<file path="src/rtl/sram_controller_pkg.sv">
// sram_controller_pkg: shared state encoding, SRAM bus widths and address mapping
package sram_controller_pkg;
    localparam int LEN_SRAM_ADDRESS = 18;
    localparam int LEN_SRAM_DATA = 16;
    localparam int MEM_BASE_DEFAULT = 1024;
    typedef enum logic [2:0] {IDLE, RD_LO, RD_HI, WR_LO, WR_HI, DONE} state_t;
    function automatic logic [16:0] word_index(input logic [31:0] address, input logic [31:0] base);
        return 17'((address - base) >> 2);
    endfunction
endpackage

</file>
<file path="src/rtl/sram_phase_counter.sv">
// sram_phase_counter: times one SRAM phase and pulses done on its last cycle
module sram_phase_counter #(
    parameter int SRAM_WAIT = 5
) (
    input  logic clk,
    input  logic rst,
    input  logic active,
    output logic done
);
    logic [3:0] wait_cnt;
    assign done = active && wait_cnt == 4'(SRAM_WAIT - 1);
    // count while a phase runs, clear on its last cycle or whenever no phase is active
    always_ff @(posedge clk)
        if (rst || !active || done) wait_cnt <= '0;
        else wait_cnt <= wait_cnt + 4'd1;
endmodule

</file>
<file path="src/rtl/sram_controller.sv">
// sram_controller: splits 32-bit loads/stores into two timed 16-bit SRAM accesses
module sram_controller
    import sram_controller_pkg::*;
#(
    parameter int SRAM_WAIT = 5,
    parameter int MEM_BASE = MEM_BASE_DEFAULT
) (
    input  logic                        clk,
    input  logic                        rst,
    input  logic                        rd_en,
    input  logic                        wr_en,
    input  logic [31:0]                 address,
    input  logic [31:0]                 write_data,
    output logic [31:0]                 read_data,
    output logic                        ready,
    output logic [LEN_SRAM_ADDRESS-1:0] sram_addr,
    output logic [LEN_SRAM_DATA-1:0]    sram_dq_out,
    output logic                        sram_dq_oe,
    input  logic [LEN_SRAM_DATA-1:0]    sram_dq_in,
    output logic                        sram_we_n
);
    state_t state, next;
    logic [16:0] word;
    logic [31:0] data;
    logic [15:0] lo_half;
    logic done, phase, write, high, request;
    assign request = rd_en | wr_en;
    assign phase = state inside {RD_LO, RD_HI, WR_LO, WR_HI};
    assign write = state inside {WR_LO, WR_HI};
    assign high = state inside {RD_HI, WR_HI};
    assign ready = state == DONE || (state == IDLE && !request);
    assign sram_addr = phase ? {word, high} : '0;
    assign sram_dq_out = write ? (high ? data[31:16] : data[15:0]) : '0;
    assign sram_dq_oe = write;
    assign sram_we_n = !write;
    sram_phase_counter #(.SRAM_WAIT(SRAM_WAIT)) u_cnt (
        .clk(clk),
        .rst(rst),
        .active(phase),
        .done(done)
    );
    // next state: a simultaneous read and write is executed as a write
    always_comb begin
        next = state;
        case (state)
            IDLE:    next = wr_en ? WR_LO : rd_en ? RD_LO : IDLE;
            RD_LO:   next = done ? RD_HI : RD_LO;
            RD_HI:   next = done ? DONE : RD_HI;
            WR_LO:   next = done ? WR_HI : WR_LO;
            WR_HI:   next = done ? DONE : WR_HI;
            default: next = IDLE;
        endcase
    end
    // state register and load result, which only changes when the high half arrives
    always_ff @(posedge clk) begin
        if (rst) begin
            state <= IDLE;
            read_data <= '0;
        end else begin
            state <= next;
            if (state == RD_HI && done) read_data <= {sram_dq_in, lo_half};
        end
    end
    // request latches: address and data are frozen on leaving IDLE, low half held until the high half lands
    always_ff @(posedge clk) begin
        if (state == IDLE && request) begin
            word <= word_index(address, 32'(MEM_BASE));
            data <= write_data;
        end
        if (state == RD_LO && done) lo_half <= sram_dq_in;
    end
endmodule

</file>
<file path="config.mk">
export PLATFORM = sky130hd
export DESIGN_NAME = sram_controller
export DESIGN_NICKNAME = d
export VERILOG_FILES = /design/src/rtl/sram_controller_pkg.sv /design/src/rtl/sram_phase_counter.sv /design/src/rtl/sram_controller.sv
export SDC_FILE = /design/constraint.sdc
export NUM_CORES = 1
export LEC_CHECK = 0
export ABC_AREA = 1
export BUFFER_PORTS_ARGS = -buffer_cell sky130_fd_sc_hd__buf_4
export CAP_MARGIN = 15
export CELL_PAD_IN_SITES_DETAIL_PLACEMENT = 1
export CELL_PAD_IN_SITES_GLOBAL_PLACEMENT = 2
export CORE_MARGIN = 1
export CORE_UTILIZATION = 30
export CTS_BUF_LIST = sky130_fd_sc_hd__clkbuf_4 sky130_fd_sc_hd__clkbuf_8
export DETAILED_ROUTE_END_ITERATION = 6
export PLACE_DENSITY_LB_ADDON = 0.1
export SLEW_MARGIN = 25
export SYNTH_ARGS = -nofsm -noshare
export SYNTH_HDL_FRONTEND = slang
export SYNTH_SLANG_ARGS = --single-unit
export TNS_END_PERCENT = 5
</file>
<file path="constraint.sdc">
create_clock -name clk -period 3.8 [get_ports clk]
set_clock_uncertainty 0.2 [all_clocks]
set_input_delay 0.38 -clock clk [delete_from_list [all_inputs] [get_ports clk]]
set_output_delay 0.38 -clock clk [all_outputs]
set_load 0.01 [all_outputs]
</file>
======== Yosys cells after proc, flatten, opt, wreduce, memory -nomap -nowiden ========
Index checks and enable logic that the tools add are counted.
storage, ports and cells
  flip-flop bits (word level) ............. 104
  input port bits ......................... 84
  output and inout bits ................... 69
cells by class
  $add $sub $neg .......................... 2
  equality and inequality tests ........... 6
  mux-type cells .......................... 10
  bitwise logic cells ..................... 1
  reductions and logical operators ........ 15
operators with widths
  kind                                                 number
  two-way mux 16 bit                                   2
  subtractor 19 x 11 -> 19 bit, second input constant  1
  two-way mux 18 bit                                   1
  case mux 3 bit (5 select lines)                      1
  == test 3 x 2 -> 1 bit, second input constant        2
  == test 3 bit, second input constant                 2
  two-way mux 3 bit                                    2
  logical AND 1 bit                                    5
  adder 4 x 1 -> 4 bit, second input constant          1
  == test 4 x 3 -> 1 bit, second input constant        1
  two-way mux 2 bit                                    2
  nonzero test 2 bit                                   2
  nonzero test 4 bit                                   1
  == test 3 x 1 -> 1 bit, second input constant        1
  logical NOT 1 bit                                    3
  logical NOT 3 bit                                    1
  logical OR 1 bit                                     3
  two-way mux 1 bit                                    2
  bitwise OR 1 bit                                     1

======== Depth between registers and ports, before layout ========
Gate-level depths: netlist of run 1.
  depth after elaboration ................. 5
  gate-level depth with buffers ........... 8
  mapped depth without buffers ............ 8

======== Modules after synthesis ========
From an unflattened synthesis of run 1, not the netlist that was laid out.
second synthesis, totals
  cell total of the unflattened synthesis .. 394
  area total of the unflattened synthesis .. 4002.6 µm²
by module, submodules not included
  module              times used  cells each  area an instance (µm²)  sequential area each (µm²)
  sram_controller     1           366         3801.1                  2652.5
  sram_phase_counter  1           28          201.4                   80.1

======== Least setup slack after synthesis of run 1 ========
Ideal clock, no wire load.
  path type ............................... reg-to-reg
  from .................................... reg state[0]
  to ...................................... reg data[0], enable pin
  arrival ................................. 2.637 ns
  setup slack ............................. 0.506 ns
  stages on the path, launching flop included .. 4
  period minus slack after synthesis ...... 3.294 ns
  cell sequence ........................... dfxtp_1 -> nor2_2 -> nand2_1 -> nor2_1
on the way
  word-level cells in the longest chain between the ends .. 2
ends and longest elaborated chain
  item                    RTL line               text
  start, declared         sram_controller.sv:22  state_t state, next;
  start signal, assigned  sram_controller.sv:60  state <= next;
  logical NOT 3 bit       sram_controller.sv:66  if (state == IDLE && request) begin
  logical AND 1 bit       sram_controller.sv:66
  end signal, assigned    sram_controller.sv:68  data <= write_data;
  end, declared           sram_controller.sv:24  logic [31:0] data;
No other way between the ends.
A chain may end at the register's enable or synchronous reset.

======== Final worst setup path of run 1 ========
  from .................................... reg state[0]
  to ...................................... out sram_addr[2]
on the way
  word-level cells in the longest chain between the ends .. 3
ends and longest elaborated chain
  item                                                  RTL line               text
  == test 3 x 1 -> 1 bit, or another cell as far along  sram_controller.sv:28  assign phase = state inside {RD_LO, RD_HI, WR_LO, WR_HI};
  nonzero test 4 bit *                                  sram_controller.sv:28
  two-way mux 18 bit *                                  sram_controller.sv:32  assign sram_addr = phase ? {word, high} : '0;
  end, declared                                         sram_controller.sv:16  output logic [LEN_SRAM_ADDRESS-1:0] sram_addr,
Every way passes the cells marked *; elsewhere a longest branch is shown, timed or not.

==> results of run 1 <==
## routing by layer
| layer | routed length, um | global-route usage (%) |
|---|---|---|
| met1 | 4550 | 19.1 |
| met2 | 5470 | 28.4 |
| met3 | 476 | 3.88 |
| met4 | 209 | 7.69 |
| met5 | 0 | 0 |
## state kept, by name, indices dropped and copies added, names as in the netlist
| name | count |
|---|---|
| data | 32 |
| lo_half | 16 |
| read_data | 32 |
| state | 3 |
| u_cnt.wait_cnt | 4 |
| word | 17 |
## power groups by stage
stage	clock (mW)	combinational [mW]	sequential, mW
finish	0.718	0.334	1.29
global route	0.791	0.374	1.30
CTS	0.750	0.343	1.29
detailed placement	0	0.293	1.32
global placement	0	0.288	1.32
floorplan	0	0.140	1.32
## synthesized netlist by cell type
master,instances
nor2_1,78
nand3_2,1
inv_4,1
nor2_4,1
edfxtp_1,65
buf_1,1
xnor2_1,4
o21ai_0,30
nand3_4,1
dfxtp_1,39
buf_2,2
nand2_2,2
inv_2,4
a21oi_1,2
nand3_1,5
buf_4,2
ha_1,3
nor3_1,32
nor2_2,1
nand2_4,2
inv_1,33
buf_6,4
xor2_1,5
nand2_1,35
nand4_1,1
clkbuf_1,7
o21ai_1,19
## through the flow
| step | util [%] | instance area (um^2) | std cells | total power [mW] |
|---|---|---|---|---|
| finish | 45.5 | 6000 | 754 | 2.34 |
| global route | 45.5 | 6000 | 754 | 2.46 |
| CTS | 45.5 | 6000 | 754 | 2.39 |
| detailed placement | 39.7 | 5230 | 681 | 1.61 |
| global placement | 39.7 | 5230 | 681 | 1.60 |
| floorplan | - | 4050 | 380 | 1.46 |
## cell families (layout without fill, tap and decap cells)
kind of cell / count (synthesis) / after routing / share of synthesized area, %
simple gates: 159 / 159 / 17.2
flops: 104 / 104 / 67.6
buf+inv: 54 / 252 / 6.06
compound gates: 51 / 51 / 6.31
xor+xnor: 9 / 9 / 1.95
fa+ha+maj: 3 / 3 / 0.928
## worst register-to-register path: stages, from the launching register on
cell and delay (ps):
dfxtp_1 350, inv_1 70, ha_1 160, nand3_2 270, buf_4 340, nor2_4 650, o21ai_0 160, nor2_1 150
## final cells by class
cell class | instances | area (um^2) | share of cell area, %
Timing Repair Buffer | 198 | 1630 | 27.1
Sequential cell | 104 | 2730 | 45.5
Inverter | 38 | 145 | 2.42
Clock inverter | 3 | 41.3 | 0.688
Multi-Input combinational cell | 222 | 1070 | 17.9
Tap cell | 176 | 220 | 3.67
Clock buffer | 13 | 160 | 2.67
## worst max path at each step
stage                            startpoint             to  slack [ps]  cells after the start
after floorplan                    state[0]        data[0]         510                      3
after global placement    u_cnt.wait_cnt[0]  read_data[31]        1390                      7
after detailed placement  u_cnt.wait_cnt[0]  read_data[18]        1350                      7
after CTS                          state[0]   sram_addr[6]        1220                      8
after global routing      u_cnt.wait_cnt[0]  read_data[18]        1070                      7
final                              state[0]   sram_addr[2]        1300                      8
==> flow_metrics.tcl, run 1 <==
set metrics [dict create \
    hold_slack_ps 87.4 \
    max-cap-violations 0 \
    synthTopCellsByArea "edfxtp_1 48%, dfxtp_1 19%, nor2_1 7.2%, nor3_1 4.0%, o21ai_0 3.7%" \
    seq_area_frac_synth_pct 67.6 \
    cts_tree "built" \
    cts_setup_buffers 0 \
    outcome "complete, no violations" \
    synth_top_area_cell "edfxtp_1" \
    combPwrFrac_pct 14.3 \
    pre_cts_ws_ps 1350 \
    tightest_slew_ps 989 \
    ys_seq_elements 104 \
    drt_iter0_drc 108 \
    slew_headroom_pct 33.7 \
    avgSynthCellArea_um2 10.6 \
    cts.reportedPaths.clkPinSlew_ps 100 \
    hold_buffers 57 \
    place.gp.congestion 0.680 \
    fmax_mhz 401 \
    die_height_um 118 \
    ys_types 27 \
    finalSetupViolCount 0 \
    synth_area_mm2 0.00405 \
    cp_max_fo 18 \
    cp-end-kind "primary output" \
    slew_viol_final 0 \
    switching_share_pct 24.2 \
    fin_setup_tns_ps 0 \
    hold_class "in2reg" \
    hold_violations 0 \
    fp.coreArea_mm2 0.0132 \
    r2r_cells 7 \
    cp_slowest_cell "dfxtp_1" \
    clock_sinks 104 \
    period_share_pct 65.7 \
    regToRegSetupSlack_ps 1400 \
    vias_per_cell 4.35 \
    cp.arrival_ps 1920 \
    cts_resized 0 \
    hp-start "address[18]" \
    wl_per_cell_um 14.2 \
    r2r-end "read_data[18]" \
    clock_latency_ps 380 \
    rsz0062_at_grt "false" \
    die_w_um 118 \
    num_rows 42 \
    mostFrequentLayoutCell "buf_4" \
    reg2reg_from "u_cnt.wait_cnt[0]" \
    power.internal_mw 1.78 \
    final_nets 660 \
    synthToLayoutAreaGrowth_pct 48.4 \
    slowest_delay_ps 440 \
    fillers 1497 \
    totalWireLength_um 10700 \
    cts-buffers-inserted 9 \
    grt_max_degree 35 \
    drive_above_1_share_pct 29.6 \
    pin_count 153 \
    crit_top_cell "nand2_4" \
    cts-root-buf "clkbuf_8" \
    num_vias 3280 \
    powerDensity_mw_per_mm2 391 \
    grt_pass1_vias 3415 \
    dieArea_mm2 0.0140 \
    cp-start-kind "register" \
    first_pass_iters 4 \
    synth_warnings 0 \
    path_cells "nor2_2 -> nand2_2 -> nand2_4 -> inv_4 -> nand2_4 -> nand2_1 -> inv_1 -> buf_4" \
    start_util_pct 30.7 \
    worst-setup-path-type "reg2out" \
    place_hpwl_um 6900 \
    drcViolationCount 0 \
    synth_top_area_share_pct 48.3 \
    p_leak_nw 2.66 \
    switchingPower_mw 0.567 \
    grt-ovfl-total 0 \
    drtAntennaViolNets 0 \
    cts_buffer_depth 2 \
    diodes 0 \
    grt_first_pass_wirelength_um 17500 \
    antenna_found_initial 0 \
    period_needed_ps 2500 \
    peakVddDrop_mv 0.147 \
    port_buffers 137 \
    seq_power_share_pct 55.1 \
    critPathTopFamily "simple AND/OR/NAND/NOR gates" \
    cp.required_ps 3220 \
    clockPowerShare_pct 30.6 \
    synth_nets 467 \
    hold_end "word[16]" \
    setup_ws_ps 1300 \
    cp_num_buf_inv 3 \
    synth_cells 380 \
    htree_levels 3 \
    most-common-layout-cells "141 x buf_4, 77 x nor2_1, 65 x edfxtp_1" \
    hold_depth 2 \
    grt_usage_pct 16.4 \
]
No activity file was read; power rests on OpenSTA's default activity.
==> run 2, diff against run 1 <==
- CORE_UTILIZATION: 30 -> 27
- clock period: 3.8 -> 2.04 ns (I/O delays scaled with it)
==> run 2 against run 1 <==
Die area increased by 11%. Clock power increased by 85%. Global-route usage decreased by 0.67 points. Worst setup slack got worse by 1300 ps. Combinational power increased by 120%. Worst hold slack got worse by 61 ps.
==> flow_metrics.tcl, run 2 (same netlist as run 1, synthesis figures left out) <==
set metrics [dict create \
    hold_class "in2reg" \
    cts_buffer_depth 2 \
    cp.arrival_ps 1620 \
    fillers 1650 \
    start_util_pct 27.7 \
    vias_per_cell 4.33 \
    finalSetupViolCount 0 \
    die_height_um 124 \
    num_vias 3400 \
    synthToLayoutAreaGrowth_pct 58.9 \
    clock_latency_ps 380 \
    most-common-layout-cells "144 x buf_4, 76 x nor2_1, 65 x edfxtp_1, 65 x dlygate4sd3_1, 36 x dfxtp_1" \
    first_pass_iters 4 \
    drt_iter0_drc 78 \
    slew_headroom_pct 76.2 \
    dp.cells 694 \
    wl_per_cell_um 15.1 \
    total_power_mw 4.49 \
    cts-buffers-inserted 9 \
    top_regs "data (32), read_data (32), word (17)" \
    grt_usage_pct 15.7 \
    drive_above_1_share_pct 32.6 \
    cp-start-kind "register" \
    outcome "complete, no violations" \
    p_leak_nw 2.84 \
    htree_levels 3 \
    met3WireLength_um 494 \
    max-cap-violations 0 \
    cp-end-kind "primary output" \
    worst-setup-path-type "reg2out" \
    drcViolationCount 0 \
    fp.coreArea_mm2 0.0146 \
    fmax_mhz 495 \
    mostFrequentLayoutCell "buf_4" \
    num_rows 44 \
    cp.required_ps 1640 \
    cts-root-buf "clkbuf_8" \
    final_nets 684 \
    drtAntennaViolNets 0 \
    clock_sinks 104 \
    period_needed_ps 2020 \
    die_w_um 124 \
    hold_violations 0 \
    cp_max_fo 4 \
    pin_count 153 \
    cts_tree "built" \
    place.gp.congestion 0.712 \
    slew_viol_final 0 \
    grt-ovfl-total 0 \
    place_hpwl_um 7270 \
    cts.reportedPaths.clkPinSlew_ps 90 \
    peakVddDrop_mv 0.469 \
    dieArea_mm2 0.0155 \
    fin_cells 786 \
    port_buffers 137 \
    powerDensity_mw_per_mm2 698 \
    tightest_slew_ps 357 \
    grt_pass1_vias 3628 \
    diodes 0 \
    maxUsedRoutingLayer "met4" \
    met2_length_um 6060 \
    totalWireLength_um 11900 \
    grt_first_pass_wirelength_um 19000 \
    period_share_pct 99.1 \
    grt_max_degree 34 \
    wl_met1_um 5200 \
    antenna_found_initial 0 \
    rsz0062_at_grt "true" \
]
[run 2: changes by cell type in the layout (fill, tap and decap cells not counted), moves of 3 or more]
cell / delta
o21ai_0: -9
dlygate4sd3_1: +8
buf_12: +7
o21ai_1: +6
buf_4: +3
dfxtp_1: -3
nand2_4: +3
nand2_8: +3
o21ai_2: +3
[run 2: power breakdown]
group          switching [mW]  internal [mW]  total [mW]
combinational           0.375          0.367       0.742
sequential             0.0402           2.37        2.41
clock                   0.716          0.615        1.33
[run 2: cell type report]
class | instances | area (um^2) | area share, %
Sequential cell | 104 | 2740 | 42.7
Timing Repair Buffer | 218 | 1920 | 29.9
Multi-Input combinational cell | 226 | 1180 | 18.4
Tap cell | 184 | 230 | 3.58
Inverter | 38 | 155 | 2.41
Clock buffer | 12 | 146 | 2.28
Clock inverter | 4 | 52.6 | 0.818
[run 2: worst paths after layout]
path | start | to | slack (ps) | cells after the start
worst max register to register | u_cnt.wait_cnt[0] | read_data[31] | 240 | 7
worst max-delay path | state[1] | sram_dq_out[12] | 20 | 7
worst min register to register | u_cnt.wait_cnt[0] | u_cnt.wait_cnt[0] | 280 | 1
worst min-delay path | address[15] | word[13] | 30 | 3
[run 2: layer usage]
layer | vias to the layer above | track usage [%]
li1 | 1702 | -
met3 | 8 | 4.94
met4 | 0 | 4.46
met1 | 1614 | 18.2
met5 | - | 0
met2 | 76 | 27.7
[run 2: timing repair]
| action | 4_1_cts | 5_1_grt |
|---|---|---|
| endpoints found under the setup margin | 33 | 34 |
| gates resized for setup | 18 | 16 |
| setup buffers | 4 | 1 |
| hold buffers | 65 | 0 |
| endpoints found under the hold margin | 82 | 0 |
| pin swaps | 4 | 9 |
| cloned | 3 | 3 |
[run 2: worst max-delay path, cell delays in order (launching register included)]
cell and delay [ps]:
dfxtp_4 380, nor2_4 130, nand2_4 110, nand2_8 150, clkbuf_16 160, o21ai_1 60, nor2_1 120, buf_4 130
[run 2: stage by stage]
stage | area [um^2] | util (%) | hold slack [ps] | TNS (ps) | setup WS (ps)
4_1_cts | 6330 | 43.4 | 4.06 | -4.77 | -3.38
3_3_place_gp | 5330 | 36.5 | 183 | 0 | 256
6_report | 6430 | 44.1 | 26.4 | 0 | 19.1
5_1_grt | 6430 | 44.1 | 38.6 | -1730 | -70.3
2_1_floorplan | 4050 | - | 73.1 | 0 | 110
3_5_place_dp | 5330 | 36.5 | 184 | 0 | 218
